[config.mk]
export PLATFORM = sky130hd
export DESIGN_NAME = mac_lane_array
export DESIGN_NICKNAME = d
export VERILOG_FILES = /design/src/rtl/mac_lane_array.sv
export SDC_FILE = /design/constraint.sdc
export NUM_CORES = 1
export LEC_CHECK = 0
export ABC_CLOCK_PERIOD_IN_PS = 6900
export BUFFER_PORTS_ARGS = -buffer_cell sky130_fd_sc_hd__clkbuf_2
export CORE_MARGIN = 5
export CORE_UTILIZATION = 50
export DETAILED_ROUTE_END_ITERATION = 8
export PLACE_DENSITY_LB_ADDON = 0.05
export SLEW_MARGIN = 20
export SYNTH_ARGS = -nofsm -noshare
export SYNTH_HDL_FRONTEND = slang
export SYNTH_SLANG_ARGS = --single-unit
[constraint.sdc]
create_clock -name clk -period 6.9 [get_ports clk]
set_input_delay 0 -clock clk [delete_from_list [all_inputs] [get_ports clk]]
set_output_delay 0 -clock clk [all_outputs]
set_load 0.01 [all_outputs]
[src/rtl/mac_lane_array.sv]
// mac_lane_array
// Multi-lane multiply-accumulate engine. Every lane builds a K-beat dot
// product of its A/B operand streams. Products are registered in stage P,
// then folded into the lane accumulator in stage A. The finished sum lands
// in a one-deep output holding register.
//
// Ports
//   clk          clock
//   rst          synchronous reset, active low
//   in_valid     operand beat valid
//   in_ready     beat accepted when in_valid && in_ready
//   a_data       lane i operand A at [i*DW +: DW]
//   b_data       lane i operand B, same packing
//   signed_mode  1 = two's-complement operands, 0 = unsigned (sampled on beat 0)
//   clr          synchronous flush of the vector in progress (held result kept)
//   out_valid    result valid
//   out_ready    result consumed when out_valid && out_ready
//   out_data     lane i sum at [i*ACCW +: ACCW]
//   beat_cnt     beats accepted so far in the current vector
module mac_lane_array #(
    parameter int DW    = 8,
    parameter int LANES = 4,
    parameter int K     = 32,
    parameter int ACCW  = 2*DW + $clog2(K)
) (
    input  logic                     clk,
    input  logic                     rst,
    input  logic                     in_valid,
    output logic                     in_ready,
    input  logic [LANES*DW-1:0]      a_data,
    input  logic [LANES*DW-1:0]      b_data,
    input  logic                     signed_mode,
    input  logic                     clr,
    output logic                     out_valid,
    input  logic                     out_ready,
    output logic [LANES*ACCW-1:0]    out_data,
    output logic [$clog2(K)-1:0]     beat_cnt
);

    localparam int CW = $clog2(K);
    localparam logic [CW-1:0] LAST_CNT = CW'(K-1);

    logic          run_reg;
    logic          mode_reg;
    logic [CW-1:0] cnt_reg;
    logic          p_valid_reg;
    logic          p_first_reg;
    logic          p_last_reg;
    logic          out_valid_reg;

    logic stall;
    logic accept;
    logic beat_first;
    logic beat_last;
    logic mode_eff;
    logic a_step;
    logic complete;
    logic out_take;

    // A held result that nobody takes freezes both pipeline stages, so the
    // input must stop as well. run_reg keeps in_ready low until the first
    // edge after reset is released.
    assign stall      = out_valid_reg && !out_ready;
    assign in_ready   = rst && run_reg && !stall && !clr;
    assign accept     = in_valid && in_ready;
    assign beat_first = (cnt_reg == '0);
    assign beat_last  = (cnt_reg == LAST_CNT);
    // Beat 0 uses the live mode pin; later beats use the copy latched on beat 0.
    assign mode_eff   = beat_first ? signed_mode : mode_reg;
    assign a_step     = p_valid_reg && !stall && !clr;
    assign complete   = a_step && p_last_reg;
    assign out_take   = out_valid_reg && out_ready;

    assign out_valid  = out_valid_reg;
    assign beat_cnt   = cnt_reg;

    always_ff @(posedge clk) begin
        if (!rst) begin
            run_reg       <= 1'b0;
            mode_reg      <= 1'b0;
            cnt_reg       <= '0;
            p_valid_reg   <= 1'b0;
            p_first_reg   <= 1'b0;
            p_last_reg    <= 1'b0;
            out_valid_reg <= 1'b0;
        end else begin
            run_reg <= 1'b1;

            if (clr) begin
                cnt_reg <= '0;
            end else if (accept) begin
                cnt_reg <= beat_last ? '0 : cnt_reg + CW'(1);
            end

            if (accept && beat_first) begin
                mode_reg <= signed_mode;
            end

            if (clr) begin
                p_valid_reg <= 1'b0;
            end else if (!stall) begin
                p_valid_reg <= accept;
                p_first_reg <= beat_first;
                p_last_reg  <= beat_last;
            end

            // A completing vector wins over a consuming handshake on the same
            // edge, so the new result replaces the old one with no bubble.
            if (complete) begin
                out_valid_reg <= 1'b1;
            end else if (out_take) begin
                out_valid_reg <= 1'b0;
            end
        end
    end

    genvar gi;
    generate
        for (gi = 0; gi < LANES; gi++) begin : g_lane
            logic [DW-1:0]        a_l;
            logic [DW-1:0]        b_l;
            logic signed [DW:0]   a_x;
            logic signed [DW:0]   b_x;
            logic signed [2*DW:0] prod_w;
            logic [ACCW-1:0]      prod_ext;
            logic [ACCW-1:0]      sum;
            logic [ACCW-1:0]      p_prod_reg;
            logic [ACCW-1:0]      acc_reg;
            logic [ACCW-1:0]      out_reg;

            assign a_l = a_data[gi*DW +: DW];
            assign b_l = b_data[gi*DW +: DW];

            // One extra operand bit turns both modes into a single signed
            // multiply: the top bit copies the sign only in signed mode.
            assign a_x      = {mode_eff & a_l[DW-1], a_l};
            assign b_x      = {mode_eff & b_l[DW-1], b_l};
            assign prod_w   = (2*DW+1)'(a_x) * (2*DW+1)'(b_x);
            assign prod_ext = ACCW'(prod_w);

            // The first beat starts from zero instead of the accumulator, so
            // back-to-back vectors need no clearing cycle.
            assign sum = (p_first_reg ? '0 : acc_reg) + p_prod_reg;

            always_ff @(posedge clk) begin
                if (!rst) begin
                    p_prod_reg <= '0;
                    acc_reg    <= '0;
                    out_reg    <= '0;
                end else begin
                    if (!stall && !clr) begin
                        p_prod_reg <= prod_ext;
                    end
                    if (clr) begin
                        acc_reg <= '0;
                    end else if (a_step) begin
                        acc_reg <= p_last_reg ? '0 : sum;
                    end
                    if (complete) begin
                        out_reg <= sum;
                    end
                end
            end

            assign out_data[gi*ACCW +: ACCW] = out_reg;
        end
    endgenerate

endmodule
==> out/results.ini <==
[floorplan]
io_pins = 161
rows = 81
die_y_um = 231
initial_core_util_pct = 50.3
core-area_um2 = 48600
die-area_um2 = 53500
die_x_um = 231

[synth]
yosysUniqueCellTypes = 66
yosysTopAreaCellShare_pct = 22.2
synth-simple-area-share_pct = 19.1
synth.area.top_cells = fa_1, dfxtp_1, ha_1
yosysWarnings = 0
synth-async-reset-ratio_pct = 0
yosys.area_share.adder_pct = 33.6
synth_top_family_by_area = adder cells
synth-main-ff-cell = dfxtp_1
synth_seq_area_share_pct = 20.2
syn_avg_cell_area_um2 = 8.60
synth_cells = 2847
syn_nets = 3412
synth_mux_area_share_pct = 0.542
synth_compound_area_share_pct = 13.8
synth_edf_count = 0
synth-xor-area-share_pct = 5.12
syn-cell-area_um2 = 24500
synth_top_area_cell = fa_1
ys_ff_latch = 247

[worst_hold_path]
hp-class = in -> reg

[sta]
final-hold-violation-count = 0
finalSetupViolations = 0
max_freq_ghz = 0.159
worstMarginPinSlew_ns = 1.07
skew_ns = 0.0393
tns_ns = 0
slew_violations = 0
maxSlewHeadroom_pct = 28.3
fin_crit_sh_pct = 91.2
rsz0062_at_grt = false
fin_crit_ns = 6.29

[setup_path]
slowest_delay_ns = 0.50
worst_path_max_delay_cell = fa_1
criticalPathCategory = reg -> reg
worstSetupStartpointType = flip-flop
timing.rr.end = g_lane[3].p_prod_reg[16]
crit_chain = inv_1, ha_1, nor4b_1, buf_4, mux2_4, nand2_1, or2_2, fa_1, fa_1, inv_1, fa_1, fa_1, inv_1, fa_1, inv_1, ha_1, inv_1, o21bai_1, a211oi_1, o31ai_1, o41ai_1, xnor2_1, o21ai_0, and2_1
worstPathArrival_ns = 6.76
crit_family = adder cells
critPathMaxFanout = 14
end_kind = flip-flop
cp.depth = 24
worstPathBufferInverterCount = 6
required_ns = 7.37
r2r_slack_ns = 0.61
r2r-start = beat_cnt[0]
reg2regPathDepth = 24
critPathLaunch = beat_cnt[0]
endpoint = g_lane[3].p_prod_reg[16]

[detailed_routing]
wl_per_cell_um = 16.8
drt-vias-per-instance = 5.38
drt-initial-drc-count = 1344
wirelength_mm = 60.1
antenna_left = 0
drc = 0
dr.pass1.iters = 6
via_count = 19300

[layout]
final_cell_mix = nand2_1, inv_1, fa_1
antenna_cells = 0
area_delta_synth_final_pct = 9.52
final_cells = 3578
drive_above_1_share_pct = 8.22
fin_util_pct = 55.1
nets = 3501
final_common_cell = nand2_1

[grt]
grt-ovfl-total = 0
antenna_found_initial = 0
grt_pass1_vias = 19600
grt_pass1_wl_mm = 101
grt_max_degree = 92
track_usage_pct = 22.7

[clock_network]
cts_sinks = 247
clk_path_buf_depth = 3
cts_htree_levels = 1
cts_made_buffers = 30
post-cts-setup-buffer-count = 0
path_clk_slew_ns = 0.06
root_buffer = clkbuf_16
clk_latency_ns = 0.59
cts_tree = yes

[placement]
gp_congestion = 0.895
post-dp-hpwl_mm = 46.4
port-buffer-count = 160
dp.cells = 3513

[flow_run]
cap_violations = 0

[power]
p_per_area_nw_per_um2 = 262
ir_worst_vdd_uv = 162
p_leak_nw = 12.9

[status]
status = finished, final reports clean

## Yosys cell counts (44+ instances only)
library cell  instances
nor2b_1             101
dfxtp_1             247
fa_1                272
xor2_1               52
nand3_1              44
a21oi_1              93
nand2_1             375
xnor2_1              91
ha_1                223
o21ai_0              85
clkbuf_1            110
and2_1              186
nor2_1              140
a21boi_0             85
inv_1               370
## area by class of cell
class	count	area, um2
clock buffers	43	830
flip-flops and latches	247	4950
inverters	370	1390
clock inverters	9	116
fillers	4570	21800
multi-input cells	2104	17700
repair buffers	183	1020
well taps	622	778
## how the worst min path moves through the flow
stage | cells after the start | endpoint | slack (ns) | from
after floorplan | 0 | run_reg | 0.03 | rst
after global placement | 1 | run_reg | 0.27 | rst
after detailed placement | 1 | run_reg | 0.27 | rst
after CTS | 5 | g_lane[3].p_prod_reg[1] | 0.12 | a_data[25]
after global routing | 5 | g_lane[3].p_prod_reg[1] | 0.16 | a_data[25]
final | 5 | g_lane[3].p_prod_reg[1] | 0.15 | a_data[25]
## layer usage
metal | GRT usage (%) | vias up | share of wire [%]
met5 | 0 | - | 0
met1 | 33.8 | 9408 | 49
met3 | 2.93 | 60 | 5.3
met2 | 35.9 | 408 | 44
met4 | 3.92 | 0 | 1.6
li1 | - | 9382 | -
## worst reg2reg max path, stage by stage (launching register included)
cell and delay [ns]:
dfxtp_1 0.41, inv_1 0.07, ha_1 0.19, nor4b_1 0.14, buf_4 0.16, mux2_4 0.35
nand2_1 0.26, or2_2 0.36, fa_1 0.45, fa_1 0.49, inv_1 0.05, fa_1 0.46
fa_1 0.50, inv_1 0.05, fa_1 0.49, inv_1 0.04, ha_1 0.28, inv_1 0.09
o21bai_1 0.10, a211oi_1 0.34, o31ai_1 0.15, o41ai_1 0.33, xnor2_1 0.16, o21ai_0 0.08
and2_1 0.18
## power breakdown
part / internal [mW] / switching, mW
clock: 0.904 / 0.628
sequential: 1.53 / 0.135
combinational: 1.70 / 2.11
## repair_timing
| action | CTS | global route |
|---|---|---|
| hold buffers | 13 | 0 |
| endpoints found under the setup margin | 0 | 1 |
| gates resized for setup | 0 | 1 |
| hold endpoints to repair | 19 | 0 |
## stage by stage
step / hold WS [ns] / worst slack [ns] / area, um2 / power (mW)
floorplan: 0.0277 / 0.806 / 24500 / 4.64
global placement: 0.271 / 0.580 / 25700 / 5.45
detailed placement: 0.267 / 0.449 / 25700 / 5.51
CTS: 0.123 / 0.413 / 26800 / 7.11
global route: 0.156 / 0.149 / 26800 / 7.79
finish: 0.150 / 0.609 / 26800 / 7.01
## logic make-up after synthesis
kind of cell | after synthesis
AO/OA/AOI/OAI | 495
multiplexers | 13
adder cells (fa/ha/maj) | 495
AND/OR/NAND/NOR | 958
buffers and inverters | 496
flip-flops | 247
XOR/XNOR | 143
(Power assumes the default switching activity.)
